**src/rtl/axi_rd_arbiter_pkg.sv**
```systemverilog
// rtl/axi_rd_arbiter_pkg.sv - state encoding and fixed AR channel attributes
package axi_rd_arbiter_pkg;

   typedef enum logic [1:0] {
      ST_IDLE = 2'b00,
      ST_ADDR = 2'b01,
      ST_DATA = 2'b11
   } state_t;

   // Single-beat, 32-bit, incrementing, modifiable/bufferable reads
   localparam logic [7:0] AR_LEN   = 8'd0;
   localparam logic [2:0] AR_SIZE  = 3'b010;
   localparam logic [1:0] AR_BURST = 2'b01;
   localparam logic       AR_LOCK  = 1'b0;
   localparam logic [3:0] AR_CACHE = 4'b0011;
   localparam logic [2:0] AR_PROT  = 3'b000;
   localparam logic [3:0] AR_QOS   = 4'b0000;
   localparam logic       AR_USER  = 1'b0;

   localparam logic [1:0] RESP_OKAY = 2'b00;

endpackage

```
**src/rtl/axi_rd_arbiter_rr_arb2.sv**
```systemverilog
// rtl/axi_rd_arbiter_rr_arb2.sv - two-way round-robin grant with priority register
module rr_arb2 (
   input  logic       clk,
   input  logic       rst,
   input  logic       grant_en,
   input  logic [1:0] req,
   output logic [1:0] gnt,
   output logic       gnt_idx
);

   logic prio_q;
   logic prio_d;

   always_comb begin
      gnt     = 2'b00;
      gnt_idx = 1'b0;
      prio_d  = prio_q;
      if (grant_en) begin
         if (req == 2'b11) begin
            gnt_idx = prio_q;
         end else begin
            gnt_idx = req[1];
         end
         if (|req) begin
            gnt    = gnt_idx ? 2'b10 : 2'b01;
            prio_d = ~gnt_idx;
         end
      end
   end

   always_ff @(posedge clk) begin
      if (rst) begin
         prio_q <= 1'b0;
      end else begin
         prio_q <= prio_d;
      end
   end

endmodule

```
**src/rtl/axi_rd_arbiter.sv**
```systemverilog
// rtl/axi_rd_arbiter.sv - two-requester single-beat AXI4 read arbiter
module axi_rd_arbiter
   import axi_rd_arbiter_pkg::*;
#(
   parameter int C_M_AXI_ADDR_WIDTH      = 32,
   parameter int C_M_AXI_DATA_WIDTH      = 32,
   parameter int C_M_AXI_THREAD_ID_WIDTH = 1
) (
   input  logic                               CLK,
   input  logic                               RST,
   input  logic                               REQ0_VALID,
   input  logic [C_M_AXI_ADDR_WIDTH-1:0]      REQ0_ADDR,
   output logic                               REQ0_READY,
   input  logic                               REQ1_VALID,
   input  logic [C_M_AXI_ADDR_WIDTH-1:0]      REQ1_ADDR,
   output logic                               REQ1_READY,
   output logic                               RSP0_VALID,
   output logic [C_M_AXI_DATA_WIDTH-1:0]      RSP0_DATA,
   output logic                               RSP0_ERR,
   output logic                               RSP1_VALID,
   output logic [C_M_AXI_DATA_WIDTH-1:0]      RSP1_DATA,
   output logic                               RSP1_ERR,
   output logic                               BUSY,
   output logic [C_M_AXI_THREAD_ID_WIDTH-1:0] M_AXI_ARID,
   output logic [C_M_AXI_ADDR_WIDTH-1:0]      M_AXI_ARADDR,
   output logic [7:0]                         M_AXI_ARLEN,
   output logic [2:0]                         M_AXI_ARSIZE,
   output logic [1:0]                         M_AXI_ARBURST,
   output logic                               M_AXI_ARLOCK,
   output logic [3:0]                         M_AXI_ARCACHE,
   output logic [2:0]                         M_AXI_ARPROT,
   output logic [3:0]                         M_AXI_ARQOS,
   output logic [0:0]                         M_AXI_ARUSER,
   output logic                               M_AXI_ARVALID,
   input  logic                               M_AXI_ARREADY,
   input  logic [C_M_AXI_THREAD_ID_WIDTH-1:0] M_AXI_RID,
   input  logic [C_M_AXI_DATA_WIDTH-1:0]      M_AXI_RDATA,
   input  logic [1:0]                         M_AXI_RRESP,
   input  logic                               M_AXI_RLAST,
   input  logic [0:0]                         M_AXI_RUSER,
   input  logic                               M_AXI_RVALID,
   output logic                               M_AXI_RREADY
);

   state_t                          state_q, state_d;
   logic [C_M_AXI_ADDR_WIDTH-1:0]   addr_q, addr_d;
   logic                            idx_q, idx_d;
   logic [1:0]                      rsp_valid_q, rsp_valid_d;
   logic [1:0]                      rsp_err_q, rsp_err_d;
   logic [C_M_AXI_DATA_WIDTH-1:0]   rsp_data0_q, rsp_data0_d;
   logic [C_M_AXI_DATA_WIDTH-1:0]   rsp_data1_q, rsp_data1_d;
   logic                            grant_en;
   logic [1:0]                      gnt;
   logic                            gnt_idx;
   logic                            r_done;
   logic                            unused_r;

   // Routing comes from the latched grant index, never from RID
   assign unused_r = ^{M_AXI_RID, M_AXI_RUSER};

   assign grant_en = (state_q == ST_IDLE);
   assign r_done   = (state_q == ST_DATA) && M_AXI_RVALID && M_AXI_RLAST;

   rr_arb2 u_rr_arb2 (
      .clk      (CLK),
      .rst      (RST),
      .grant_en (grant_en),
      .req      ({REQ1_VALID, REQ0_VALID}),
      .gnt      (gnt),
      .gnt_idx  (gnt_idx)
   );

   always_ff @(posedge CLK) begin
      if (RST) begin
         state_q <= ST_IDLE;
      end else begin
         state_q <= state_d;
      end
   end

   always_comb begin
      state_d = state_q;
      case (state_q)
         ST_IDLE: if (|gnt)          state_d = ST_ADDR;
         ST_ADDR: if (M_AXI_ARREADY) state_d = ST_DATA;
         ST_DATA: if (r_done)        state_d = ST_IDLE;
         default:                    state_d = ST_IDLE;
      endcase
   end

   always_comb begin
      addr_d      = addr_q;
      idx_d       = idx_q;
      rsp_valid_d = 2'b00;
      rsp_err_d   = rsp_err_q;
      rsp_data0_d = rsp_data0_q;
      rsp_data1_d = rsp_data1_q;
      if (|gnt) begin
         addr_d = gnt_idx ? REQ1_ADDR : REQ0_ADDR;
         idx_d  = gnt_idx;
      end
      if (r_done) begin
         rsp_valid_d[idx_q] = 1'b1;
         rsp_err_d[idx_q]   = (M_AXI_RRESP != RESP_OKAY);
         if (idx_q) begin
            rsp_data1_d = M_AXI_RDATA;
         end else begin
            rsp_data0_d = M_AXI_RDATA;
         end
      end
   end

   always_ff @(posedge CLK) begin
      if (RST) begin
         addr_q      <= '0;
         idx_q       <= 1'b0;
         rsp_valid_q <= 2'b00;
         rsp_err_q   <= 2'b00;
         rsp_data0_q <= '0;
         rsp_data1_q <= '0;
      end else begin
         addr_q      <= addr_d;
         idx_q       <= idx_d;
         rsp_valid_q <= rsp_valid_d;
         rsp_err_q   <= rsp_err_d;
         rsp_data0_q <= rsp_data0_d;
         rsp_data1_q <= rsp_data1_d;
      end
   end

   always_comb begin
      REQ0_READY    = gnt[0];
      REQ1_READY    = gnt[1];
      BUSY          = (state_q != ST_IDLE);
      M_AXI_ARVALID = (state_q == ST_ADDR);
      M_AXI_RREADY  = (state_q == ST_DATA);
      M_AXI_ARADDR  = addr_q;
      M_AXI_ARID    = C_M_AXI_THREAD_ID_WIDTH'(idx_q);
      RSP0_VALID    = rsp_valid_q[0];
      RSP1_VALID    = rsp_valid_q[1];
      RSP0_ERR      = rsp_err_q[0];
      RSP1_ERR      = rsp_err_q[1];
      RSP0_DATA     = rsp_data0_q;
      RSP1_DATA     = rsp_data1_q;
   end

   assign M_AXI_ARLEN   = AR_LEN;
   assign M_AXI_ARSIZE  = AR_SIZE;
   assign M_AXI_ARBURST = AR_BURST;
   assign M_AXI_ARLOCK  = AR_LOCK;
   assign M_AXI_ARCACHE = AR_CACHE;
   assign M_AXI_ARPROT  = AR_PROT;
   assign M_AXI_ARQOS   = AR_QOS;
   assign M_AXI_ARUSER  = AR_USER;

endmodule

```
**config.mk**
```make
export PLATFORM = sky130hd
export DESIGN_NAME = axi_rd_arbiter
export DESIGN_NICKNAME = d
export VERILOG_FILES = /design/src/rtl/axi_rd_arbiter_pkg.sv /design/src/rtl/axi_rd_arbiter_rr_arb2.sv /design/src/rtl/axi_rd_arbiter.sv
export SDC_FILE = /design/constraint.sdc
export NUM_CORES = 1
export LEC_CHECK = 0
export CORE_MARGIN = 3
export CORE_UTILIZATION = 43
export CTS_CLUSTER_DIAMETER = 200
export CTS_CLUSTER_SIZE = 28
export DETAILED_ROUTE_END_ITERATION = 8
export MAX_ROUTING_LAYER = met4
export PLACE_DENSITY = 0.95
export SETUP_SLACK_MARGIN = 0.5
export SLEW_MARGIN = 20
export SYNTH_ARGS = -nofsm -noshare
export SYNTH_HDL_FRONTEND = slang
export SYNTH_HIERARCHICAL = 1
export SYNTH_SLANG_ARGS = --single-unit
export TNS_END_PERCENT = 5
```
**constraint.sdc**
```tcl
create_clock -name CLK -period 5 [get_ports CLK]
set_clock_uncertainty 0.05 [all_clocks]
set_input_delay 0.5 -clock CLK [delete_from_list [all_inputs] [get_ports CLK]]
set_output_delay 0.5 -clock CLK [all_outputs]
set_load 0.02 [all_outputs]
```
After elaboration in Yosys (flattened, before gate mapping)

Cells that the tools add are included.
W data, S select, Z words.

Mux-type cells: 14
Reductions and logical operators: 13
Eq/ne operators: 6
Order comparisons: 2
Bitwise gates (word level): 3

Operator list:

| kind                 | number |
|---|---|
| $mux W32             | 1 |
| $mux W2              | 6 |
| $ne A2 B1 Y1 const B | 3 |
| $pmux W2 S3          | 1 |
| $reduce_and A2 Y1    | 3 |
| $reduce_or A2 Y1     | 3 |
| $eq A2 B2 Y1 const B | 2 |
| $mux W1              | 4 |
| $reduce_bool A2 Y1   | 2 |
| $logic_and A1 B1 Y1  | 3 |
| $not A1 Y1           | 3 |
| $reduce_and A3 Y1    | 1 |
| $bwmux W2            | 1 |
| $eq A2 B1 Y1 const B | 1 |
| $logic_not A2 Y1     | 1 |
| $lt A1 B2 Y1 const B | 1 |
| $demux W1 S1         | 1 |
| $ge A1 B1 Y1 const B | 1 |

Bits in registers: 104
Output and inout port bits: 132
Word-level logic and storage cells: 46
Input bits: 107

Depth between registers and ports, before layout

Depth in word-level cells: 9
Mapped depth: 9

Hierarchy

The synthesis kept the hierarchy.

By module, submodules not included:

| module         | area each (um^2) | cells an instance | instances |
|---|---|---|---|
| axi_rd_arbiter | 4573.1           | 484               | 1 |
| rr_arb2        | 60.1             | 9                 | 1 |

Least setup slack after synthesis

No wires, ideal clock.

Path type: register to register
Start: reg state_q[1]
End: reg addr_q[18], in the netlist M_AXI_ARADDR[18]
Period minus slack after synthesis: 2.297 ns
Setup slack: 2.703 ns
Arrival: 2.161 ns
Cell stages (with the launch flop): 10
Library setup time: 0.086 ns
Cell sequence: dfxtp_1 or2_2 inv_1 nand2_1 a21oi_1 or2_2 buf_2 buf_1 nor2_1 a211oi_1

Longest elaborated chain between the ends: 3

RTL lines:

| element                  | line                         | source |
|---|---|---|
| start: declaration       | axi_rd_arbiter.sv:45         | `state_t state_q, state_d;` |
| start signal: assignment | axi_rd_arbiter.sv:77         | `state_q <= state_d;` |
| $logic_not A2 Y1         | axi_rd_arbiter.sv:61         | `assign grant_en = (state_q == ST_IDLE);` |
| net grant_en             | axi_rd_arbiter.sv:52         | `logic grant_en;` |
| $mux W2                  | axi_rd_arbiter_rr_arb2.sv:18 | `if (grant_en) begin` |
| net REQ1_READY           | axi_rd_arbiter.sv:16         | `output logic REQ1_READY,` |
| $reduce_or A2 Y1         | axi_rd_arbiter.sv:98         | `if (\|gnt) begin` |
| end signal: assignment   | axi_rd_arbiter.sv:122        | `addr_q <= addr_d;` |
| end: declaration         | axi_rd_arbiter.sv:46         | `logic [C_M_AXI_ADDR_WIDTH-1:0] addr_q, addr_d;` |

The timed path passes the listed nets, and every way through them passes these cells.
A chain may end at the register's enable or synchronous reset.

Worst setup path in the final report

Start: reg state_q[1]
End: out REQ1_READY

Longest elaborated chain between the ends: 2

RTL lines:

| element          | line |
|---|---|
| $logic_not A2 Y1 | axi_rd_arbiter.sv:61 |
| net grant_en     | axi_rd_arbiter.sv:52 |
| $mux W2          | axi_rd_arbiter_rr_arb2.sv:18 |
| end: declaration | axi_rd_arbiter.sv:16 |

The timed path passes the listed nets, and every way through them passes these cells.

==> results summary <==
The count of flip-flops with a built-in enable after synthesis is 0. The per-cell routed wire length came out at 15.3 µm. The portion of the clock cycle consumed by the worst path in the final layout came out at a little under three fifths. The remaining antenna violation count is 0. For the worst setup path, the data required time is about 4.5 ns. The overall power of the completed layout is 1860 µW.

Dividing the detail-routed via count by the number of cells gives 5.02. The post-CTS resize count is 0. The core region is around 0.010 mm².

In the post-synthesis netlist, the cell with the most instances is sky130_fd_sc_hd__dfxtp_1. The worst slack after detailed placement came out at 2.02 ns. The die outline area is ~0.012 mm².

The actual slew at the worst max-slew pin came out at ~0.84 ns. Clock-pin slew was measured on the worst setup and hold paths at ~0.11 ns. Signal routing reaches up to met4. The normalized max-slew margin came out at between 40% and 50%. The area share of the largest cell type after synthesis came out at between 40% and 50%. The setup path with the least slack is of type flip-flop to output port. The first-pass GRT wire length came out at about 20,000 µm. The count of state elements after synthesis came out at roughly 100. For this run the aggregate overflow at the end of global routing stands at 0. The maximum buffer depth of the clock tree came out at 2. The flow ran to the end, and the final reports show no timing, DRC or antenna violations. The largest driver fanout on the critical path came out at 7. The proportion of synthesized flip-flops having asynchronous set or reset came out at 0%. The instance area after placement is 0.00661 mm². The detailed router placed just over 4,000 vias in this run. The portion of the post-synthesis area used by sequential elements is 44.9%. The largest net degree at the start of global routing is 138.

The TritonCTS clock tree is done. Routability-driven placement finished with a final weighted congestion of between 0.7 and 0.8. For this run, the leading register cell type out of synthesis is sky130_fd_sc_hd__dfxtp_1. After routing the design area is a little under 0.007 mm². The final-layout setup total negative slack is 0 ns. The total of buffers placed on input and output ports is between 200 and 250.

The layout overhead on the synthesized area is 47.0%. The clock net sink count came out at 104. The site row count is 37. The total met2 wirelength after detailed routing came out at 6290 µm. The highest clock rate came out at 0.360 GHz. The instance count of the mapped netlist came out at about 490.

The final setup slack of the worst path came out at roughly 2.2 ns. The number of antenna diodes is 0. The max-slew violation total from the final report came to 0. The initial core utilization came out at between 40 and 50%. The critical path launch point type is a flip-flop. The number of global-route vias before repair was around 4,100. The final number of hold-violating endpoints came to 0.

The number of max-cap violations came out at 0. The type of destination of the critical path is an output port. The final critical delay including setup and external delays is roughly 2.8 ns. The hold buffer count at CTS came out at 0. The die outline width is 110 µm. After the last flow step, the layout net total stands at just under 800. The number of buffers inserted to repair setup after CTS is 0. Yosys mapped the design onto 27 distinct sky130hd cell types.

The half-perimeter wire length after detailed placement is ~9200 µm. The number of buffers added by the clock tree synthesis step is 9. The number of iterations in the first detailed-routing pass came out at 4. In this run the clock root is driven by a sky130_fd_sc_hd__clkbuf_8. The insertion delay of the later-clocked pin in the worst-skew pair is roughly 0.36 ns. In this run the power density over the cells is 272 mW/mm². The initial antenna violation count is 0. The total of endpoints with negative setup slack in the final report is 0. After detailed routing, the number of remaining DRC violations is 0. The min-delay analysis places its worst path in the category flip-flop to flip-flop. By count the netlist is led by sky130_fd_sc_hd__dfxtp_1 (104), sky130_fd_sc_hd__mux2i_1 (66), sky130_fd_sc_hd__nand2b_1 (65). The wire length on met3 came out at just over 900 µm. Data on the critical path arrives at its endpoint at between 2 and 2.5 ns. The share of final-layout standard cells stronger than drive strength 1 came out at approximately 3.8%. The violation count after the first detailed-route iteration came out at 197. CTS built an H-tree with a depth of 3.

The average instance area after synthesis came out at about 9.4 µm². The worst vdd rail ir drop came out at between 0.15 and 0.2 mV. The cell type contributing the most total cell area after synthesis is sky130_fd_sc_hd__dfxtp_1. Setup repair after global routing left no endpoint under its margin.

The reported leakage power is 0.00267 µW. The cell area that synthesis handed to floorplanning was around 0.0046 mm². The warning count from the yosys run is 6.

The top-level I/O count came out at roughly 240. The vertical die dimension is approximately 110 µm. By area the synthesized netlist is led by sky130_fd_sc_hd__dfxtp_1 (45%), sky130_fd_sc_hd__mux2i_1 (14%), sky130_fd_sc_hd__nand2b_1 (8.8%), sky130_fd_sc_hd__a211oi_1 (5.2%), sky130_fd_sc_hd__nor2b_1 (4.6%). The total routing usage reported by global routing is roughly a fifth. For this block, the routed nets add up to 12,500 µm of wire. The detailed router put a total of around 4900 µm of wire on met1.
==> worst paths after layout <==
| kind | startpoint | end | slack (ns) | cells past startpoint |
|---|---|---|---|---|
| worst max-delay path | state_q[1] | REQ1_READY | 2.22 | 5 |
| worst min-delay path | RSP1_DATA[3] | RSP1_DATA[3] | 0.44 | 2 |
| worst max register to register | state_q[0] | RSP0_DATA[1] | 2.59 | 4 |
| worst min register to register | RSP1_DATA[3] | RSP1_DATA[3] | 0.44 | 2 |
==> report_power, final <==
part	switching, µW	total, µW	internal (µW)
clock	305	523	218
combinational	220	434	213
sequential	26.3	899	872
==> critical path: stages (launching register included) <==
cell and delay [ns]:
sky130_fd_sc_hd__dfxtp_1 0.39, sky130_fd_sc_hd__or2_2 0.36, sky130_fd_sc_hd__inv_1 0.13, sky130_fd_sc_hd__nand2_1 0.12
sky130_fd_sc_hd__a21oi_1 0.19, sky130_fd_sc_hd__clkdlybuf4s50_1 0.68
==> state kept, by name, indices dropped and copies added, names as in the netlist <==
register and cells:
rsp_err_q 2, state_q 2, u_rr_arb2/prio_q 1, rsp_valid_q 2, M_AXI_ARADDR 32, RSP1_DATA 32, M_AXI_ARID 1, RSP0_DATA 32
==> routing by layer <==
metal	vias up	GRT usage, %
met1	1900	23.8
met5	-	-
met4	0	7.75
met2	186	35.9
met3	31	5.34
li1	1983	-
==> final cells by class <==
type | count | area (µm²)
Clock buffer | 11 | 151
Clock inverter | 5 | 46.3
Fill cell | 774 | 3600
Inverter | 2 | 7.51
Multi-Input combinational cell | 345 | 2220
Sequential cell | 104 | 2080
Tap cell | 136 | 170
Timing Repair Buffer | 214 | 2130
==> cells in the final DEF (no fill, tap or decap), types with 26 or more instances in the layout <==
cell type | Yosys | routed
sky130_fd_sc_hd__mux2i_1 | 66 | 66
sky130_fd_sc_hd__dfxtp_1 | 104 | 104
sky130_fd_sc_hd__nor2b_1 | 34 | 34
sky130_fd_sc_hd__nand2b_1 | 65 | 65
sky130_fd_sc_hd__o21ai_1 | 28 | 28
sky130_fd_sc_hd__clkdlybuf4s50_1 | 0 | 209
sky130_fd_sc_hd__a211oi_1 | 32 | 32
sky130_fd_sc_hd__o21ai_0 | 38 | 38
sky130_fd_sc_hd__conb_1 | 2 | 26
sky130_fd_sc_hd__nor2_1 | 35 | 35
==> per-stage QoR <==
stage	utilization, %	hold WS, ns	instances
CTS	65.3	0.440	817
detailed placement	63.4	0.423	801
finish	65.4	0.436	817
global placement	63.4	0.411	801
global route	65.4	0.447	817
floorplan	-	0.418	517
==> kinds of logic (layout without fill, tap and decap cells) <==
| logic type | after synthesis | in the layout | synth area share, % |
|---|---|---|---|
| other cells | 2 | 26 | 0.162 |
| compound gates | 107 | 107 | 13.6 |
| mux | 66 | 66 | 14.3 |
| buf+inv | 68 | 232 | 9.34 |
| flops | 104 | 104 | 44.9 |
| simple gates | 146 | 146 | 17.7 |
Power figures use the tool's default switching activity.
